### config.mk
export PLATFORM = sky130hd
export DESIGN_NAME = spi_regs_fifo_flat
export DESIGN_NICKNAME = d
export VERILOG_FILES = /design/src/rtl/spi_regs_pkg.sv /design/src/rtl/spi_regs_fifo_if.sv /design/src/rtl/spi_sync_fifo.sv /design/src/rtl/spi_regs_fifo.sv /design/src/flat_wrapper.sv
export SDC_FILE = /design/constraint.sdc
export NUM_CORES = 1
export LEC_CHECK = 0
export ABC_AREA = 1
export CAP_MARGIN = 20
export CORE_ASPECT_RATIO = 0.7
export CORE_UTILIZATION = 40
export CTS_CLUSTER_DIAMETER = 200
export CTS_CLUSTER_SIZE = 12
export DETAILED_ROUTE_END_ITERATION = 16
export GPL_TIMING_DRIVEN = 1
export HOLD_SLACK_MARGIN = 0.15
export PLACE_DENSITY_LB_ADDON = 0.2
export SYNTH_ARGS = -nofsm -noshare
export SYNTH_HDL_FRONTEND = slang
export SYNTH_SLANG_ARGS = --single-unit
### constraint.sdc
create_clock -name CLK_i -period 2.6 [get_ports CLK_i]
set_clock_uncertainty 0.2 [all_clocks]
set_input_delay 0.26 -clock CLK_i [delete_from_list [all_inputs] [get_ports CLK_i]]
set_output_delay 0.26 -clock CLK_i [all_outputs]
set_load 0.05 [all_outputs]
### src/rtl/spi_regs_pkg.sv
// spi_regs_pkg: shared constants for the SPI master register bank.
// Holds the register address map, the CTRL and STATUS bit positions,
// the FLUSH command bits and the register reset values.
package spi_regs_pkg;

  localparam int ADDR_W = 4;

  // Register address map
  localparam logic [ADDR_W-1:0] ADDR_DIV_L  = 4'd0;
  localparam logic [ADDR_W-1:0] ADDR_DIV_H  = 4'd1;
  localparam logic [ADDR_W-1:0] ADDR_CTRL   = 4'd2;
  localparam logic [ADDR_W-1:0] ADDR_DATA   = 4'd3;
  localparam logic [ADDR_W-1:0] ADDR_STATUS = 4'd4;
  localparam logic [ADDR_W-1:0] ADDR_CS     = 4'd5;
  localparam logic [ADDR_W-1:0] ADDR_IMASK  = 4'd6;
  localparam logic [ADDR_W-1:0] ADDR_TX_LVL = 4'd7;
  localparam logic [ADDR_W-1:0] ADDR_RX_LVL = 4'd8;
  localparam logic [ADDR_W-1:0] ADDR_THRESH = 4'd9;
  localparam logic [ADDR_W-1:0] ADDR_FLUSH  = 4'd10;

  // CTRL bit positions; bits 5, 4 and 1 are reserved and stored as 0
  localparam int CTRL_SPE   = 7;
  localparam int CTRL_IE    = 6;
  localparam int CTRL_CPOL  = 3;
  localparam int CTRL_CPHA  = 2;
  localparam int CTRL_LSBFE = 0;
  localparam logic [7:0] CTRL_WMASK = 8'hCD;

  // Sticky STATUS bits, indexed inside the 4-bit sticky field (STATUS[7:4])
  localparam int STK_DONE   = 0;
  localparam int STK_RX_UNF = 1;
  localparam int STK_TX_OVF = 2;
  localparam int STK_RX_OVF = 3;

  // FLUSH command bits
  localparam int FLUSH_TX = 0;
  localparam int FLUSH_RX = 1;

  // Reset values
  localparam logic [7:0] CTRL_RST   = 8'h00;
  localparam logic [3:0] IMASK_RST  = 4'h0;
  localparam logic [3:0] STICKY_RST = 4'h0;

endpackage

### src/rtl/spi_regs_fifo_if.sv
// spi_regs_fifo_if: 8-bit host register bus.
//   AD_i    register address      WR_i    write strobe
//   RD_i    read strobe           Data_i  write data
//   Data_o  read data (combinational from AD_i)
// master = host side, slave = register bank side.
interface spi_regs_fifo_if;
  logic [spi_regs_pkg::ADDR_W-1:0] AD_i;
  logic                            WR_i;
  logic                            RD_i;
  logic [7:0]                      Data_i;
  logic [7:0]                      Data_o;

  modport master (output AD_i, WR_i, RD_i, Data_i, input Data_o);
  modport slave  (input AD_i, WR_i, RD_i, Data_i, output Data_o);
endinterface

### src/rtl/spi_sync_fifo.sv
// spi_sync_fifo: single-clock FIFO used for the SPI TX and RX paths.
// Ports:
//   CLK_i, RSTn_i  clock, asynchronous active-low reset
//   clr            synchronous clear (same effect as reset)
//   push, wdata    write side; a push while full is dropped unless a pop
//                  happens in the same cycle (pop first, then push)
//   pop            ignored while empty
//   flush          empties the FIFO; beats a same-cycle push or pop
//   rdata          head entry, 0 while empty
//   full, empty, level  occupancy ($clog2(DEPTH)+1 bits)
module spi_sync_fifo #(
  parameter int DEPTH = 4,
  parameter int WIDTH = 8
) (
  input  logic                     CLK_i,
  input  logic                     RSTn_i,
  input  logic                     clr,
  input  logic                     push,
  input  logic                     pop,
  input  logic                     flush,
  input  logic [WIDTH-1:0]         wdata,
  output logic [WIDTH-1:0]         rdata,
  output logic                     full,
  output logic                     empty,
  output logic [$clog2(DEPTH):0]   level
);
  localparam int AW = $clog2(DEPTH);
  localparam logic [AW:0] FULL_CNT = DEPTH[AW:0];

  logic [WIDTH-1:0] mem [DEPTH];
  logic [AW-1:0]    wr_ptr_reg, rd_ptr_reg;
  logic [AW:0]      count_reg;
  logic             push_eff, pop_eff;

  assign empty    = (count_reg == '0);
  assign full     = (count_reg == FULL_CNT);
  assign level    = count_reg;
  assign pop_eff  = pop & ~empty & ~flush & ~clr;
  assign push_eff = push & (~full | pop_eff) & ~flush & ~clr;
  assign rdata    = empty ? '0 : mem[rd_ptr_reg];

  // Pointers are AW bits wide, so they wrap modulo DEPTH on their own
  always_ff @(posedge CLK_i or negedge RSTn_i) begin
    if (!RSTn_i) begin
      wr_ptr_reg <= '0;
      rd_ptr_reg <= '0;
      count_reg  <= '0;
    end else if (clr || flush) begin
      wr_ptr_reg <= '0;
      rd_ptr_reg <= '0;
      count_reg  <= '0;
    end else begin
      if (push_eff) wr_ptr_reg <= wr_ptr_reg + 1'b1;
      if (pop_eff)  rd_ptr_reg <= rd_ptr_reg + 1'b1;
      case ({push_eff, pop_eff})
        2'b10:   count_reg <= count_reg + 1'b1;
        2'b01:   count_reg <= count_reg - 1'b1;
        default: count_reg <= count_reg;
      endcase
    end
  end

  // Storage is not reset; rdata masks it while empty
  always_ff @(posedge CLK_i) begin
    if (push_eff) mem[wr_ptr_reg] <= wdata;
  end

endmodule

### src/rtl/spi_regs_fifo.sv
// spi_regs_fifo: SPI master register bank with TX/RX FIFOs.
// Ports:
//   CLK_i, RSTn_i, RST_SYNC_i  clock, async active-low reset, sync clear
//   bus            host register bus (spi_regs_fifo_if.slave)
//   Divisor_o      baud divisor; SPE_o/CPOL_o/CPHA_o/LSBFE_o control bits
//   CS_o           chip-select register
//   Xfer_Req_o, Xfer_Data_o, Xfer_Ack_i   TX byte handshake to the engine
//   Rx_Valid_i, Rx_Data_i                 received byte from the engine
//   Busy_o, INTR_o                        status outputs
// Build option: define SPI_RX_THRESH_EN to add the RX threshold register
// (address 9) and its interrupt source.
module spi_regs_fifo
  import spi_regs_pkg::*;
#(
  parameter int          FIFO_DEPTH = 4,
  parameter int          NUM_CS     = 8,
  parameter logic [15:0] DIV_RST    = 16'h0001
) (
  input  logic              CLK_i,
  input  logic              RSTn_i,
  input  logic              RST_SYNC_i,
  spi_regs_fifo_if.slave    bus,
  output logic [15:0]       Divisor_o,
  output logic              SPE_o,
  output logic              CPOL_o,
  output logic              CPHA_o,
  output logic              LSBFE_o,
  output logic [NUM_CS-1:0] CS_o,
  output logic              Xfer_Req_o,
  output logic [7:0]        Xfer_Data_o,
  input  logic              Xfer_Ack_i,
  input  logic              Rx_Valid_i,
  input  logic [7:0]        Rx_Data_i,
  output logic              Busy_o,
  output logic              INTR_o
);
  localparam int LW = $clog2(FIFO_DEPTH) + 1;

  logic [15:0]       div_reg;
  logic [7:0]        ctrl_reg;
  logic [NUM_CS-1:0] cs_reg;
  logic [3:0]        imask_reg;
  logic [3:0]        sticky_reg;
  logic              ack_seen_reg;

  logic          tx_push, tx_pop, tx_flush, tx_full, tx_empty;
  logic          rx_pop, rx_flush, rx_full, rx_empty;
  logic [LW-1:0] tx_level, rx_level;
  logic [7:0]    rx_head;
  logic          rd_data, wr_status;
  logic [3:0]    sticky_set, w1c;
  logic [7:0]    rdata;
  logic          spe, ie;

  assign spe       = ctrl_reg[CTRL_SPE];
  assign ie        = ctrl_reg[CTRL_IE];
  assign tx_push   = bus.WR_i && (bus.AD_i == ADDR_DATA);
  assign rd_data   = bus.RD_i && (bus.AD_i == ADDR_DATA);
  assign wr_status = bus.WR_i && (bus.AD_i == ADDR_STATUS);
  assign tx_flush  = bus.WR_i && (bus.AD_i == ADDR_FLUSH) && bus.Data_i[FLUSH_TX];
  assign rx_flush  = bus.WR_i && (bus.AD_i == ADDR_FLUSH) && bus.Data_i[FLUSH_RX];

  // Xfer_Req_o implies a non-empty TX FIFO, so tx_pop never underflows
  assign Xfer_Req_o = spe & ~tx_empty;
  assign tx_pop     = Xfer_Ack_i & Xfer_Req_o;
  assign rx_pop     = rd_data & ~rx_empty;

  // Set events; a W1C in the same cycle loses to the set
  assign sticky_set[STK_DONE]   = tx_pop & (tx_level == LW'(1)) & ~tx_push;
  assign sticky_set[STK_RX_UNF] = rd_data & rx_empty;
  assign sticky_set[STK_TX_OVF] = tx_push & tx_full & ~tx_pop & ~tx_flush;
  assign sticky_set[STK_RX_OVF] = Rx_Valid_i & rx_full & ~rx_pop & ~rx_flush;
  assign w1c = wr_status ? bus.Data_i[7:4] : 4'h0;

  spi_sync_fifo #(.DEPTH(FIFO_DEPTH), .WIDTH(8)) u_tx_fifo (
    .CLK_i (CLK_i), .RSTn_i (RSTn_i), .clr (RST_SYNC_i),
    .push (tx_push), .pop (tx_pop), .flush (tx_flush),
    .wdata (bus.Data_i), .rdata (Xfer_Data_o),
    .full (tx_full), .empty (tx_empty), .level (tx_level)
  );

  spi_sync_fifo #(.DEPTH(FIFO_DEPTH), .WIDTH(8)) u_rx_fifo (
    .CLK_i (CLK_i), .RSTn_i (RSTn_i), .clr (RST_SYNC_i),
    .push (Rx_Valid_i), .pop (rx_pop), .flush (rx_flush),
    .wdata (Rx_Data_i), .rdata (rx_head),
    .full (rx_full), .empty (rx_empty), .level (rx_level)
  );

  always_ff @(posedge CLK_i or negedge RSTn_i) begin
    if (!RSTn_i) begin
      div_reg      <= DIV_RST;
      ctrl_reg     <= CTRL_RST;
      cs_reg       <= '0;
      imask_reg    <= IMASK_RST;
      sticky_reg   <= STICKY_RST;
      ack_seen_reg <= 1'b0;
    end else if (RST_SYNC_i) begin
      div_reg      <= DIV_RST;
      ctrl_reg     <= CTRL_RST;
      cs_reg       <= '0;
      imask_reg    <= IMASK_RST;
      sticky_reg   <= STICKY_RST;
      ack_seen_reg <= 1'b0;
    end else begin
      if (bus.WR_i) begin
        case (bus.AD_i)
          ADDR_DIV_L: div_reg[7:0]  <= bus.Data_i;
          ADDR_DIV_H: div_reg[15:8] <= bus.Data_i;
          ADDR_CTRL:  ctrl_reg      <= bus.Data_i & CTRL_WMASK;
          ADDR_CS:    cs_reg        <= bus.Data_i[NUM_CS-1:0];
          ADDR_IMASK: imask_reg     <= bus.Data_i[7:4];
          default: ;
        endcase
      end
      sticky_reg   <= (sticky_reg & ~w1c) | sticky_set;
      ack_seen_reg <= Xfer_Ack_i;
    end
  end

`ifdef SPI_RX_THRESH_EN
  logic [LW-1:0] thresh_reg;
  logic          rx_th;

  always_ff @(posedge CLK_i or negedge RSTn_i) begin
    if (!RSTn_i)                                         thresh_reg <= '0;
    else if (RST_SYNC_i)                                 thresh_reg <= '0;
    else if (bus.WR_i && (bus.AD_i == ADDR_THRESH))      thresh_reg <= bus.Data_i[LW-1:0];
  end

  assign rx_th  = (rx_level >= thresh_reg) && (thresh_reg != '0);
  assign INTR_o = ie & spe & ((|(sticky_reg & imask_reg)) | rx_th);
`else
  assign INTR_o = ie & spe & (|(sticky_reg & imask_reg));
`endif

  always_comb begin
    rdata = 8'h00;
    case (bus.AD_i)
      ADDR_DIV_L:  rdata = div_reg[7:0];
      ADDR_DIV_H:  rdata = div_reg[15:8];
      ADDR_CTRL:   rdata = ctrl_reg;
      ADDR_DATA:   rdata = rx_head;
      ADDR_STATUS: rdata = {sticky_reg, tx_full, tx_empty, rx_full, rx_empty};
      ADDR_CS:     rdata = 8'(cs_reg);
      ADDR_IMASK:  rdata = {imask_reg, 4'h0};
      ADDR_TX_LVL: rdata = 8'(tx_level);
      ADDR_RX_LVL: rdata = 8'(rx_level);
`ifdef SPI_RX_THRESH_EN
      ADDR_THRESH: rdata = 8'(thresh_reg);
`endif
      default:     rdata = 8'h00;
    endcase
  end

  assign bus.Data_o = rdata;
  assign Divisor_o  = div_reg;
  assign SPE_o      = spe;
  assign CPOL_o     = ctrl_reg[CTRL_CPOL];
  assign CPHA_o     = ctrl_reg[CTRL_CPHA];
  assign LSBFE_o    = ctrl_reg[CTRL_LSBFE];
  assign CS_o       = cs_reg;
  assign Busy_o     = Xfer_Req_o | ack_seen_reg;

endmodule

### src/flat_wrapper.sv
// flat-port wrapper written by rule: the top's interface ports become plain ports
module spi_regs_fifo_flat import spi_regs_pkg::*;
#(
  parameter int          FIFO_DEPTH = 4,
  parameter int          NUM_CS     = 8,
  parameter logic [15:0] DIV_RST    = 16'h0001
)
  (CLK_i, RSTn_i, RST_SYNC_i, Divisor_o, SPE_o, CPOL_o, CPHA_o, LSBFE_o, CS_o, Xfer_Req_o, Xfer_Data_o, Xfer_Ack_i, Rx_Valid_i, Rx_Data_i, Busy_o, INTR_o, bus_AD_i, bus_WR_i, bus_RD_i, bus_Data_i, bus_Data_o);
  spi_regs_fifo_if bus_i ();
  input  logic CLK_i;
  input  logic RSTn_i;
  input  logic RST_SYNC_i;
  output logic [15:0] Divisor_o;
  output logic SPE_o;
  output logic CPOL_o;
  output logic CPHA_o;
  output logic LSBFE_o;
  output logic [NUM_CS-1:0] CS_o;
  output logic Xfer_Req_o;
  output logic [7:0] Xfer_Data_o;
  input  logic Xfer_Ack_i;
  input  logic Rx_Valid_i;
  input  logic [7:0] Rx_Data_i;
  output logic Busy_o;
  output logic INTR_o;
  input wire logic [$bits(bus_i.AD_i)-1:0] bus_AD_i;
  input wire logic [$bits(bus_i.WR_i)-1:0] bus_WR_i;
  input wire logic [$bits(bus_i.RD_i)-1:0] bus_RD_i;
  input wire logic [$bits(bus_i.Data_i)-1:0] bus_Data_i;
  output wire logic [$bits(bus_i.Data_o)-1:0] bus_Data_o;
  assign bus_i.AD_i = bus_AD_i;
  assign bus_i.WR_i = bus_WR_i;
  assign bus_i.RD_i = bus_RD_i;
  assign bus_i.Data_i = bus_Data_i;
  assign bus_Data_o = bus_i.Data_o;
  spi_regs_fifo #(.FIFO_DEPTH(FIFO_DEPTH), .NUM_CS(NUM_CS), .DIV_RST(DIV_RST)) u_core (.CLK_i(CLK_i), .RSTn_i(RSTn_i), .RST_SYNC_i(RST_SYNC_i), .bus(bus_i), .Divisor_o(Divisor_o), .SPE_o(SPE_o), .CPOL_o(CPOL_o), .CPHA_o(CPHA_o), .LSBFE_o(LSBFE_o), .CS_o(CS_o), .Xfer_Req_o(Xfer_Req_o), .Xfer_Data_o(Xfer_Data_o), .Xfer_Ack_i(Xfer_Ack_i), .Rx_Valid_i(Rx_Valid_i), .Rx_Data_i(Rx_Data_i), .Busy_o(Busy_o), .INTR_o(INTR_o));
endmodule
==> results.txt <==
----------------------------------------------------
[Power and ir drop]
  Overall power after layout ... 5.72 mW
  Switching pwr ... 1.83 mW
  Relative contribution of combinational cells to total power ... 24.2%
  P per Cell Area ... 781 mW/mm^2
  Clk pwr share ... 38.6%
  Leakage power ... 3.05 nW
  Switching share of power ... 32.0%
  Max IR drop VDD ... 0.451 mV
  Share of total power in sequential cells ... 37.2%
  Cell-internal power ... 3.89 mW

[Floorplanning]
  Number of core rows ... 35
  Effective utilization at floorplan ... 41.3%
  Die extent in y ... 100 um
  Boundary Pins ... 74
  Horizontal die dimension ... 142 um
  Die Area ... 0.0142 sq mm
  Area inside the core boundary ... 0.0133 sq mm

[Critical path]
  Kind of start point of the critical path ... input pin
  Top fanout value on the critical path ... 8
  Crit Path Class ... input pin to output port
  Reg-to-reg slack, setup ... 360 ps
  Source of the worst register-to-register timing path ... u_core.u_rx_fifo.level[0]$_DFFE_PN0P_
  CP endpoint kind ... output port
  Worst reg2reg path endpoint ... u_core.u_rx_fifo.level[2]$_DFFE_PN0P_
  Worst endpoint data arrival time ... 2020 ps
  FF-to-FF path depth ... 12
  Required time of the critical path ... 2140 ps

[Synthesis]
  Most used DFF post-synth ... sky130_fd_sc_hd__edfxtp_1
  Number of distinct library cells after synthesis ... 40
  Count of synthesis-stage warnings from yosys ... 0
  Synth Area in Compound Gates ... 13.1%
  Most common cell in the synthesized netlist ... sky130_fd_sc_hd__nor2_1
  Number of synthesized flops with an enable pin ... 64
  Post-Synthesis Cells ... 566
  Largest area contributor in the synthesized netlist ... sky130_fd_sc_hd__edfxtp_1
  Cell types with the highest counts after synthesis ... sky130_fd_sc_hd__nor2_1 (81), sky130_fd_sc_hd__nand2_1 (79), sky130_fd_sc_hd__inv_1 (78), sky130_fd_sc_hd__o21ai_0 (68), sky130_fd_sc_hd__edfxtp_1 (64)
  Top area cells in the synthesized netlist ... sky130_fd_sc_hd__edfxtp_1 (35%), sky130_fd_sc_hd__dfrtp_1 (23%), sky130_fd_sc_hd__o21ai_0 (6.2%)
  Average size of a mapped cell ... 9.69 sq um
  Adder and majority cell fraction of the synthesized area ... 3.10%
  Async SR Flop Fraction ... 44.8%
  Xor/xnor cell area share of the yosys netlist ... 0.479%
  Seq/Total Area, Yosys ... 58.8%
  Post-synth top area share ... 35.1%
  Multiplexer fraction of the synthesized cell area ... 1.64%
  Post-synthesis sequential element count ... 116
  Syn_nets ... 606
  Post-Synth Simple-Gate Area ... 15.8%
  Area of the mapped netlist ... 0.00548 sq mm
  Dominant combinational cell family by area after synthesis ... simple AND/OR/NAND/NOR gates

[Job]
  Max capacitance violation total ... 0

[Finish]
  Layout cell share with drive strength beyond 1 ... 17.3%
  Final Util ... 55.2%
  Inserted Diodes ... 0
  Final Net Count ... 714
  Synthesis-to-finish area growth ... 33.5%
  Post-route design area ... 0.00732 sq mm

[Timing]
  Crit share post-route ... 95.3%
  Worst Slack Setup Final ... 121 ps
  Crit path time final ... 2480 ps
  Actual slew at the worst max-slew pin ... 714 ps
  Setup repair after global routing missed its margin ... false
  Number of pins with negative max-slew slack in the final report ... 0
  Final setup violating endpoints ... 0
  Count of final hold-check violations ... 0
  Final sum of negative setup slack ... 0 ps
  Achievable clock frequency ... 403 MHz
  Headroom to the max-slew limit ... 52.4%

[Routing]
  Detailed route wirelength on metal3 ... 730 um
  Highest layer used for signal routing ... met4
  WL per Instance ... 16.2 um
  Total wire length ... 14,100 um
  DRC Markers ... 0
  Violation count after the first detailed-route iteration ... 284
  Detail-routed via count per cell ... 5.01
  Routed metal-1 wirelength ... 6950 um
  Via count ... 4,368
  DRT antenna net count ... 0
  Wire length on met2 ... 6150 um
  Detailed-routing iteration count for the pre-antenna-repair pass ... 4

[Global route]
  Total Routing Usage GR ... 21.7%
  Number of antenna violations at the first check in global routing ... 0
  Pin count of the biggest net entering global routing ... 53
  Global-route wire length before repair ... 22,900 um
  Via count of the first global-routing pass ... 4,439
  Grt ovf ... 0

[Clocking]
  Number of CTS-inserted buffers ... 17
  Clk Latency, worst-skew pair ... 410 ps
  Worst-path clk slew ... 50 ps
  Library cell used as clock root buffer ... sky130_fd_sc_hd__clkbuf_16
  Maximum clock insertion buffer count ... 2
  CTS HTree Levels ... 4
  TritonCTS clock tree ... built
  Num Clock Sinks ... 116

[Place]
  Dpl ws ... -38.1 ps
  Dpl cell area ... 0.00674 sq mm
  Routability cong. ... 0.896
  Port buffer count ... 73
  Detailed placer's ending HPWL ... 10,300 um

[Hold path]
  Hold Path Class ... input pin to register
  Cells on Worst Hold Path ... 3
  Capture endpoint of the worst hold path ... u_core.ack_seen_reg$_DFF_PN0_
  Min-delay src ... Xfer_Ack_i

[Outcome]
  Result of the run ... completed

----------------------------------------------------
[repair_timing]
item / CTS / global route
endpoints found under the hold margin: 51 / 0
setup endpoints to repair: 2 / 8
gates resized for setup: 3 / 3
buffers inserted: 0 / 0
hold buffers: 1 / 0
[through the flow]
step	std cells	hold slack, ps
2_1_floorplan	566	-236
3_3_place_gp	839	233
3_5_place_dp	839	246
4_1_cts	872	261
5_1_grt	872	261
6_report	872	268
[power by group through the flow]
stage	Combinational, mW	Clock, mW	Sequential, mW
finish	1.38	2.20	2.13
global placement	1.36	0	2.16
floorplan	0.658	0	2.27
CTS	1.39	2.23	2.13
global route	1.48	2.31	2.14
detailed placement	1.38	0	2.16
[metal layers]
metal,up-vias,track usage (%)
met5,-,0
met4,0,8.27
met3,22,5.10
met2,149,33.0
met1,2073,30.2
li1,2124,-
[logic make-up (layout without fill, tap and decap cells)]
kind of cell,after synthesis,in the layout
AND/OR/NAND/NOR,203,203
multiplexers,8,8
AO/OA/AOI/OAI,126,126
flip-flops,116,116
adder cells (fa/ha/maj),13,13
XOR/XNOR,3,3
buffers and inverters,97,218
[worst max path at each step]
stage                                                    start                                     to  slack (ps)
floorplan                u_core.u_tx_fifo.level[0]$_DFFE_PN0P_                                 Busy_o         100
global placement                                   bus_AD_i[1]  u_core.u_rx_fifo.level[2]$_DFFE_PN0P_          60
detailed placement                                 bus_AD_i[0]  u_core.u_rx_fifo.level[2]$_DFFE_PN0P_         -40
CTS                 u_core.u_tx_fifo.rd_ptr_reg[1]$_DFFE_PN0P_                         Xfer_Data_o[4]          40
global route                                       bus_AD_i[0]                          bus_Data_o[1]           6
finish                                             bus_AD_i[0]                          bus_Data_o[2]         120
[cell usage in the layout (no fill, tap or decap), drive strengths merged, types with 3 or more instances in the layout]
master / count
nand3: 19
nor2: 85
mux2: 8
o21ai: 75
nand4: 7
ha: 12
clkbuf: 17
buf: 46
a221oi: 3
clkinv: 6
o22ai: 21
dfrtp: 51
edfxtp: 64
inv: 86
a21oi: 24
nand2: 87
clkdlybuf4s50: 53
clkinvlp: 7
o2111ai: 3
[worst max-delay path, cell delays in order]
cell	delay, ps
sky130_fd_sc_hd__clkdlybuf4s50_1	460
sky130_fd_sc_hd__buf_4	170
sky130_fd_sc_hd__inv_1	70
sky130_fd_sc_hd__nor2_1	50
sky130_fd_sc_hd__nand2_1	290
sky130_fd_sc_hd__o22ai_1	140
sky130_fd_sc_hd__nor2_1	200
sky130_fd_sc_hd__nand3_1	190
sky130_fd_sc_hd__buf_12	190
[cell type report]
cell class / instances / area, sq um
clock buffers: 17 / 425
clock inverters: 15 / 134
fillers: 1192 / 5950
inverters: 85 / 327
multi-input cells: 353 / 1880
flip-flops and latches: 116 / 3230
well taps: 185 / 231
repair buffers: 101 / 1090
Power figures use the tool's default switching activity.
